==> src/rtl/mprj_sel_ctrl.sv <==
// Wishbone slot selector: holds the active user project, sequences its timed reset and captures its irqs.
// Latency: each register hit acks one cycle later; reselect holds reset RST_CYCLES cycles plus one release cycle.
// Backpressure: none, every access takes two cycles; define MPRJ_SEL_LOCK_EN for the set-only CTRL.LOCK bit.
module mprj_sel_ctrl #(
    parameter int          NPROJ      = 8,
    parameter int          SEL_W      = 3,
    parameter logic [31:0] BASE_ADR   = 32'h3000_0000,
    parameter int          RST_CYCLES = 16
) (
    input  logic               wb_clk_i,
    input  logic               wb_rst_i,
    input  logic               wbs_stb_i,
    input  logic               wbs_cyc_i,
    input  logic               wbs_we_i,
    input  logic [3:0]         wbs_sel_i,
    input  logic [31:0]        wbs_adr_i,
    input  logic [31:0]        wbs_dat_i,
    output logic               wbs_ack_o,
    output logic [31:0]        wbs_dat_o,
    input  logic [3*NPROJ-1:0] proj_irq,
    output logic [SEL_W-1:0]   proj_sel,
    output logic [NPROJ-1:0]   proj_en,
    output logic [NPROJ-1:0]   proj_rst,
    output logic [2:0]         user_irq
);
    localparam int CNT_W = $clog2(RST_CYCLES + 1);

    typedef enum logic [1:0] {S_IDLE, S_ASSERT, S_RELEASE} state_t;

    state_t           state, state_nxt;
    logic [CNT_W-1:0] cnt, cnt_nxt;
    logic             en;
    logic [2:0]       pending;
    logic [15:0]      evcnt;
    logic [2:0]       irq_sync, irq_prev, rise, slot_irq, w1c;
    logic [NPROJ-1:0] sel_oh;
    logic             hit, wr, busy, locked, lock_rd;
    logic             sel_wr, ctrl_wr, evclr, start;
    logic [2:0]       off;
    logic [31:0]      wmask, sel_word, rdata;
    logic             unused_adr;

    assign unused_adr = ^wbs_adr_i[1:0];
    assign hit   = wbs_cyc_i & wbs_stb_i & ~wbs_ack_o & (wbs_adr_i[31:5] == BASE_ADR[31:5]);
    assign wr    = hit & wbs_we_i;
    assign off   = wbs_adr_i[4:2];
    assign busy  = (state != S_IDLE);
    assign wmask = {{8{wbs_sel_i[3]}}, {8{wbs_sel_i[2]}}, {8{wbs_sel_i[1]}}, {8{wbs_sel_i[0]}}};
    // Unwritten lanes keep the current select so a partial write is range-checked as a whole word.
    assign sel_word = (wbs_dat_i & wmask) | (32'(proj_sel) & ~wmask);
    assign sel_wr   = wr & (off == 3'd0) & ~locked & (sel_word < 32'(NPROJ))
                    & (sel_word[SEL_W-1:0] != proj_sel);
    assign ctrl_wr  = wr & (off == 3'd1) & wbs_sel_i[0];
    assign evclr    = wr & (off == 3'd4);
    assign w1c      = (wr & (off == 3'd3) & wbs_sel_i[0]) ? wbs_dat_i[2:0] : 3'b000;
    assign start    = sel_wr | (ctrl_wr & wbs_dat_i[1] & ~locked);

`ifdef MPRJ_SEL_LOCK_EN
    logic lock_q;
    always_ff @(posedge wb_clk_i or posedge wb_rst_i) begin
        if (wb_rst_i)
            lock_q <= 1'b0;
        else if (ctrl_wr & wbs_dat_i[2])
            lock_q <= 1'b1;
    end
    assign locked  = lock_q;
    assign lock_rd = lock_q;
`else
    assign locked  = 1'b0;
    assign lock_rd = 1'b0;
`endif

    assign sel_oh = NPROJ'(1) << proj_sel;

    always_comb begin
        slot_irq = 3'b000;
        for (int k = 0; k < NPROJ; k++)
            if (proj_sel == SEL_W'(k))
                slot_irq = proj_irq[3*k +: 3];
    end

    assign rise     = irq_sync & ~irq_prev & {3{~busy & en}};
    assign user_irq = pending;

    always_comb begin
        state_nxt = state;
        cnt_nxt   = cnt;
        proj_en   = '0;
        proj_rst  = '1;
        case (state)
            S_IDLE: begin
                proj_en  = en ? sel_oh : '0;
                proj_rst = en ? ~sel_oh : '1;
            end
            S_ASSERT: begin
                if (cnt <= CNT_W'(1))
                    state_nxt = S_RELEASE;
                else
                    cnt_nxt = cnt - CNT_W'(1);
            end
            S_RELEASE: begin
                proj_rst  = ~sel_oh;
                state_nxt = S_IDLE;
            end
            default: state_nxt = S_IDLE;
        endcase
        // A new select or soft reset always restarts the full assert window.
        if (start) begin
            state_nxt = S_ASSERT;
            cnt_nxt   = CNT_W'(RST_CYCLES);
        end
    end

    always_comb begin
        rdata = 32'd0;
        case (off)
            3'd0:    rdata = 32'(proj_sel);
            3'd1:    rdata = {29'd0, lock_rd, 1'b0, en};
            3'd2:    rdata = {evcnt, 8'(proj_sel), 7'd0, busy};
            3'd3:    rdata = {29'd0, pending};
            default: rdata = 32'd0;
        endcase
    end

    always_ff @(posedge wb_clk_i or posedge wb_rst_i) begin
        if (wb_rst_i) begin
            state <= S_IDLE;
            cnt   <= '0;
        end else begin
            state <= state_nxt;
            cnt   <= cnt_nxt;
        end
    end

    always_ff @(posedge wb_clk_i or posedge wb_rst_i) begin
        if (wb_rst_i) begin
            wbs_ack_o <= 1'b0;
            wbs_dat_o <= 32'd0;
            proj_sel  <= '0;
            en        <= 1'b0;
            irq_sync  <= 3'b000;
            irq_prev  <= 3'b000;
            pending   <= 3'b000;
            evcnt     <= 16'd0;
        end else begin
            wbs_ack_o <= hit;
            wbs_dat_o <= hit ? rdata : 32'd0;
            if (sel_wr)
                proj_sel <= sel_word[SEL_W-1:0];
            if (ctrl_wr)
                en <= wbs_dat_i[0];
            // Edge history is flushed while a reset sequence runs.
            irq_sync <= busy ? 3'b000 : slot_irq;
            irq_prev <= busy ? 3'b000 : irq_sync;
            pending  <= (pending & ~w1c) | rise;
            if (evclr)
                evcnt <= 16'd0;
            else if ((|rise) && (evcnt != 16'hFFFF))
                evcnt <= evcnt + 16'd1;
        end
    end
endmodule

==> config.mk <==
export PLATFORM = sky130hd
export DESIGN_NAME = mprj_sel_ctrl
export DESIGN_NICKNAME = d
export VERILOG_FILES = /design/src/rtl/mprj_sel_ctrl.sv
export SDC_FILE = /design/constraint.sdc
export NUM_CORES = 1
export LEC_CHECK = 0
export CORE_MARGIN = 4
export CORE_UTILIZATION = 35
export CTS_CLUSTER_DIAMETER = 30
export DETAILED_ROUTE_END_ITERATION = 10
export GPL_TIMING_DRIVEN = 1
export PLACE_DENSITY = 0.82
export RECOVER_POWER = 100
export SKIP_CTS_REPAIR_TIMING = 1
export SLEW_MARGIN = 20
export SYNTH_ARGS = -nofsm -noshare
export SYNTH_HDL_FRONTEND = slang
export SYNTH_SLANG_ARGS = --single-unit
==> constraint.sdc <==
create_clock -name wb_clk_i -period 2.4 [get_ports wb_clk_i]
set_clock_uncertainty 0.2 [all_clocks]
set_input_delay 0.6 -clock wb_clk_i [delete_from_list [all_inputs] [get_ports wb_clk_i]]
set_output_delay 0.6 -clock wb_clk_i [all_outputs]
set_load 0.03 [all_outputs]
-- Word-level counts from Yosys, hierarchy flattened
Index checks and enable logic that the tools add are counted.
W data, S select, Z words.
- flip-flop bits (word level): 69
- input bits: 97
- output and inout port bits: 55
- $add $sub $neg: 2
- order comparisons: 2
- equality and inequality tests: 19
- shift-type cells: 1
- mux-type cells: 25
- bitwise operators: 28
- reductions and logical operators: 10
- operators by type and width (cell ; count):
    $pmux W32 S4 ; 1
    $mux W3 ; 11
    $and A3 B32 Y32 ; 1
    $and A32 B32 Y32 ; 1
    $lt A32 B4 Y1 const B ; 1
    $mux W16 ; 2
    $mux W32 ; 1
    $not A32 Y32 ; 1
    $or A32 B32 Y32 ; 1
    $eq A27 B25 Y1 const B ; 1
    $mux W8 ; 3
    $add A16 B1 Y16 const B ; 1
    $ne A16 B16 Y1 const B ; 1
    $pmux W8 S2 ; 1
    $eq A3 B3 Y1 const B ; 5
    $mux W5 ; 3
    $and A1 B1 Y1 ; 14
    $eq A3 B2 Y1 const B ; 4
    $and A3 B3 Y3 ; 3
    $not A8 Y8 ; 1
    $shl A1 B3 Y8 const A ; 1
    $eq A3 B1 Y1 const B ; 2
    $logic_not A3 Y1 ; 2
    $not A3 Y3 ; 2
    17 further kinds ; 23

-- Depth between registers and ports, before layout
- depth after elaboration: 10
- mapped depth: 7

-- Least setup slack after synthesis
Ideal clock, no wire load.
- path kind: register to output
- start point: register proj_sel[1]
- end point: output proj_en[2]
- data arrival time: 1.947 ns
- setup slack: -0.347 ns
- stages on the path, launching flop included: 5
- cells stage by stage: dfrtp_1 -> clkbuf_1 -> clkbuf_1 -> nand3_1 -> nor3_1
- cells in the longest elaborated chain, start to end: 3
- ends and longest elaborated chain (element ; line ; source):
    start: declaration ; 21 ; output logic [SEL_W-1:0] proj_sel,
    start signal: assignment ; 149 ; proj_sel <= sel_word[SEL_W-1:0];
    $shl A1 B3 Y8 ; 73 ; assign sel_oh = NPROJ'(1) << proj_sel;
    $mux W8 ; 92 ; proj_en = en ? sel_oh : '0;
    $mux W8 ; 90 ; case (state)
    end: declaration ; 22 ; output logic [NPROJ-1:0] proj_en,
Every way passes these cells.

-- Worst setup path after layout
- start point: input wbs_dat_i[15]
- end point: register proj_sel[0]
- cells in the longest elaborated chain, start to end: 5
- ends and longest elaborated chain (element ; line ; source):
    start: declaration ; 17 ; input logic [31:0] wbs_dat_i,
    $and A32 B32 Y32 ; 50 ; assign sel_word = (wbs_dat_i & wmask) | (32'(proj_sel) & ~wmask);
    $or A32 B32 Y32 ; 50 ;
    $lt A32 B4 Y1 ; 51 ; assign sel_wr = wr & (off == 3'd0) & ~locked & (sel_word < 32'(NPROJ))
    $and A1 B1 Y1 ; 51 ;
    $and A1 B1 Y1 ; 52 ; & (sel_word[SEL_W-1:0] != proj_sel);
Every way passes these cells.
A chain may end at the register's enable or synchronous reset.

==> impl_metrics.json <==
{
  "critPathLaunchType": "input port",
  "total_power_mw": 2.131,
  "holdCritPathClass": "register to register",
  "crit_type": "input port to register",
  "worstPathCellList": "clkdlybuf4s50_1, or4_4, o21ai_2, and3_1, and3_4, mux2_4",
  "synth-edff-count": 0,
  "synthesis.area_mm2": 0.003257,
  "finalMaxSlewViolations": 0,
  "utilization": 0.6099,
  "gpl.final_weighted_congestion": 0.8404,
  "clock_transition_at_the_register_clock_pins_on_the_worst_setup_and_hold_paths_after_cts_ns": 0.06,
  "floorplan_core_area_mm2": 0.008891,
  "report.final.hold_viol_count": 0,
  "top_post_synthesis_cells_by_area": "dfrtp_1 (45%), and2_1 (4.4%), nor2_1 (3.7%)",
  "routedWlPerCell_um": 15.72,
  "syn2layout_area_growth_pct": 66.50,
  "die_area_mm2": 0.01091,
  "mostFrequentLayoutCell": "clkdlybuf4s50_1",
  "grt.total_usage": 0.1641,
  "whs_ns": 0.2787,
  "number_of_synthesized_register_bits": 59,
  "fin_tns_setup_ns": -0.08160,
  "via_count": 3155,
  "worst_max_slew_margin_expressed_relative_to_the_limit": 0.4745,
  "worst_skew_pair.late_latency_ns": 0.33,
  "fmax_mhz": 411.7,
  "outcome": "finished with violations",
  "worst_slew_pin_slew_ns": 0.7882,
  "cp_capture_type": "register",
  "tritonroute_pass_1_iters": 5,
  "fin_area_mm2": 0.005423,
  "async_flop_share": 1.000,
  "core.rowCount": 34,
  "port_buffers": 139,
  "timing.critical_path.arrival_ns": 2.44,
  "yosysWarnings": 0,
  "yosysUniqueCellTypes": 60,
  "die-height_um": 104.5,
  "grt_overflow_total": 0,
  "worstPathRequired_ns": 2.41,
  "clk_path_buf_depth": 2,
  "ir_worst_vdd_mv": 0.2707,
  "dp_hpwl_um": 7236,
  "synth-main-ff-cell": "dfrtp_1",
  "critPathMaxStageDelay_ns": 0.55,
  "first_global_vias": 3157,
  "pin_count_of_the_biggest_net_entering_global_routing": 60,
  "synth_cells": 330,
  "cts_root_buffer": "clkbuf_8",
  "setup_violations": 3,
  "total_leakage_power_nw": 2.459,
  "critPathTopFamily": "simple AND/OR/NAND/NOR gates",
  "tritoncts_num_sinks": 59,
  "pwr_density_cell_mw_per_mm2": 393.1,
  "share_of_final_layout_standard_cells_stronger_than_drive_strength_1": 0.2303,
  "violated_checks": "negative setup slack",
  "layout.nets": 603,
  "effective_utilization_at_floorplan": 0.3663,
  "diodes": 0,
  "final_cell_mix": "clkdlybuf4s50_1 (92), dfrtp_1 (57), buf_4 (42)",
  "die_w_um": 104.5,
  "grt_pass1_wl_um": 14650,
  "cell_area_reported_after_detailed_placement_mm2": 0.004961,
  "drt-initial-drc-count": 129,
  "critical_path.n_buffers_inverters": 1,
  "synth_seq_area_share": 0.4533,
  "timing.critical_path.slowest_stage_cell": "or4_4",
  "maxCapViolations": 0,
  "final.fill_count": 693,
  "synth_top_area_cell": "dfrtp_1",
  "timing.final.ws_setup_ns": -0.02903,
  "routed_wirelength_um": 9683,
  "synth_area_per_cell_um2": 9.869,
  "critical_path.max_fanout": 3,
  "remaining_drc_errors": 0,
  "numCtsBuffers": 9,
  "tritoncts_clock_tree": "yes",
  "timing.final.crit_period_ns": 2.429,
  "synth_top_area_frac": 0.4533,
  "ios": 152,
  "antenna_found_initial": 0,
  "period_share": 1.012,
  "drt.antenna.violating_nets": 0,
  "h_tree_depth": 3,
  "vias_per_cell": 5.122
}
==> synth_stat cells, drive strengths merged, types with 4 or more instances <==
cell,count
nor4,6
and2,23
nand3,16
a21oi,12
nand4,5
or4,8
inv,5
o21ai,11
or3,7
clkbuf,11
dfrtp,59
nand2,23
nor2,32
buf,12
nor2b,7
and3,5
mux2,4
mux2i,6
xor2,12
nor3,9
nand2b,4
==> cells by family (layout without fill, tap and decap cells) <==
| group | after synthesis | after routing | synth area share |
|---|---|---|---|
| mux | 12 | 12 | 0.04610 |
| simple gates | 159 | 159 | 0.2743 |
| fa+ha+maj | 3 | 3 | 0.01153 |
| flops | 59 | 59 | 0.4533 |
| buf+inv | 28 | 197 | 0.04725 |
| compound gates | 53 | 53 | 0.1260 |
| xor+xnor | 15 | 15 | 0.04034 |
| other cells | 1 | 10 | 0.001151 |
==> power by group <==
group          internal, mW  leakage, nW  switching (mW)
Combinational         0.163         1.68          0.0990
Clock                 0.502       0.0991           0.366
Sequential             1.00        0.682         0.00158
==> per-stage QoR <==
step                      setup WS [ns]  cells
after floorplan                -0.03510    339
after global placement          -0.4472    595
after detailed placement        -0.4899    595
after CTS                       -0.2828    611
after global routing           -0.06064    616
final                          -0.02903    616
==> flip-flops by register name, summed over array words and instances (netlist names) <==
name and flops:
proj_sel 3, cnt 5, state 2, en 1, irq_sync 3, user_irq 3
wbs_dat_o 22, wbs_ack_o 1, irq_prev 3, evcnt 16
==> path summary, 6_finish.rpt <==
check,start,to,slack (ns),cells past startpoint
worst min register to register,irq_sync[0],irq_prev[0],0.28,1
worst min-delay path,irq_sync[0],irq_prev[0],0.28,1
worst max register to register,state[0],evcnt[12],0.11,6
min in group asynchronous,wb_rst_i,wbs_dat_o[28],0.76,3
worst max-delay path,wbs_dat_i[15],proj_sel[0],-0.03,6
max in group asynchronous,wb_rst_i,proj_sel[2],0.66,3
==> metal layers <==
metal | share of wire | vias to the layer above | global-route usage
li1 | - | 1509 | -
met1 | 0.39 | 1523 | 0.1898
met2 | 0.53 | 107 | 0.2934
met3 | 0.058 | 16 | 0.04904
met4 | 0.020 | 0 | 0.04463
met5 | 0 | - | 0
==> area by class of cell <==
class,instances,area [um2],area share
Sequential cell,59,1479,0.2727
Tap cell,108,135.1,0.02492
Multi-Input combinational cell,252,1849,0.3410
Timing Repair Buffer,176,1747,0.3221
Clock inverter,5,52.55,0.009691
Inverter,5,18.77,0.003461
Clock buffer,11,141.4,0.02607
Power figures use the tool's default switching activity.
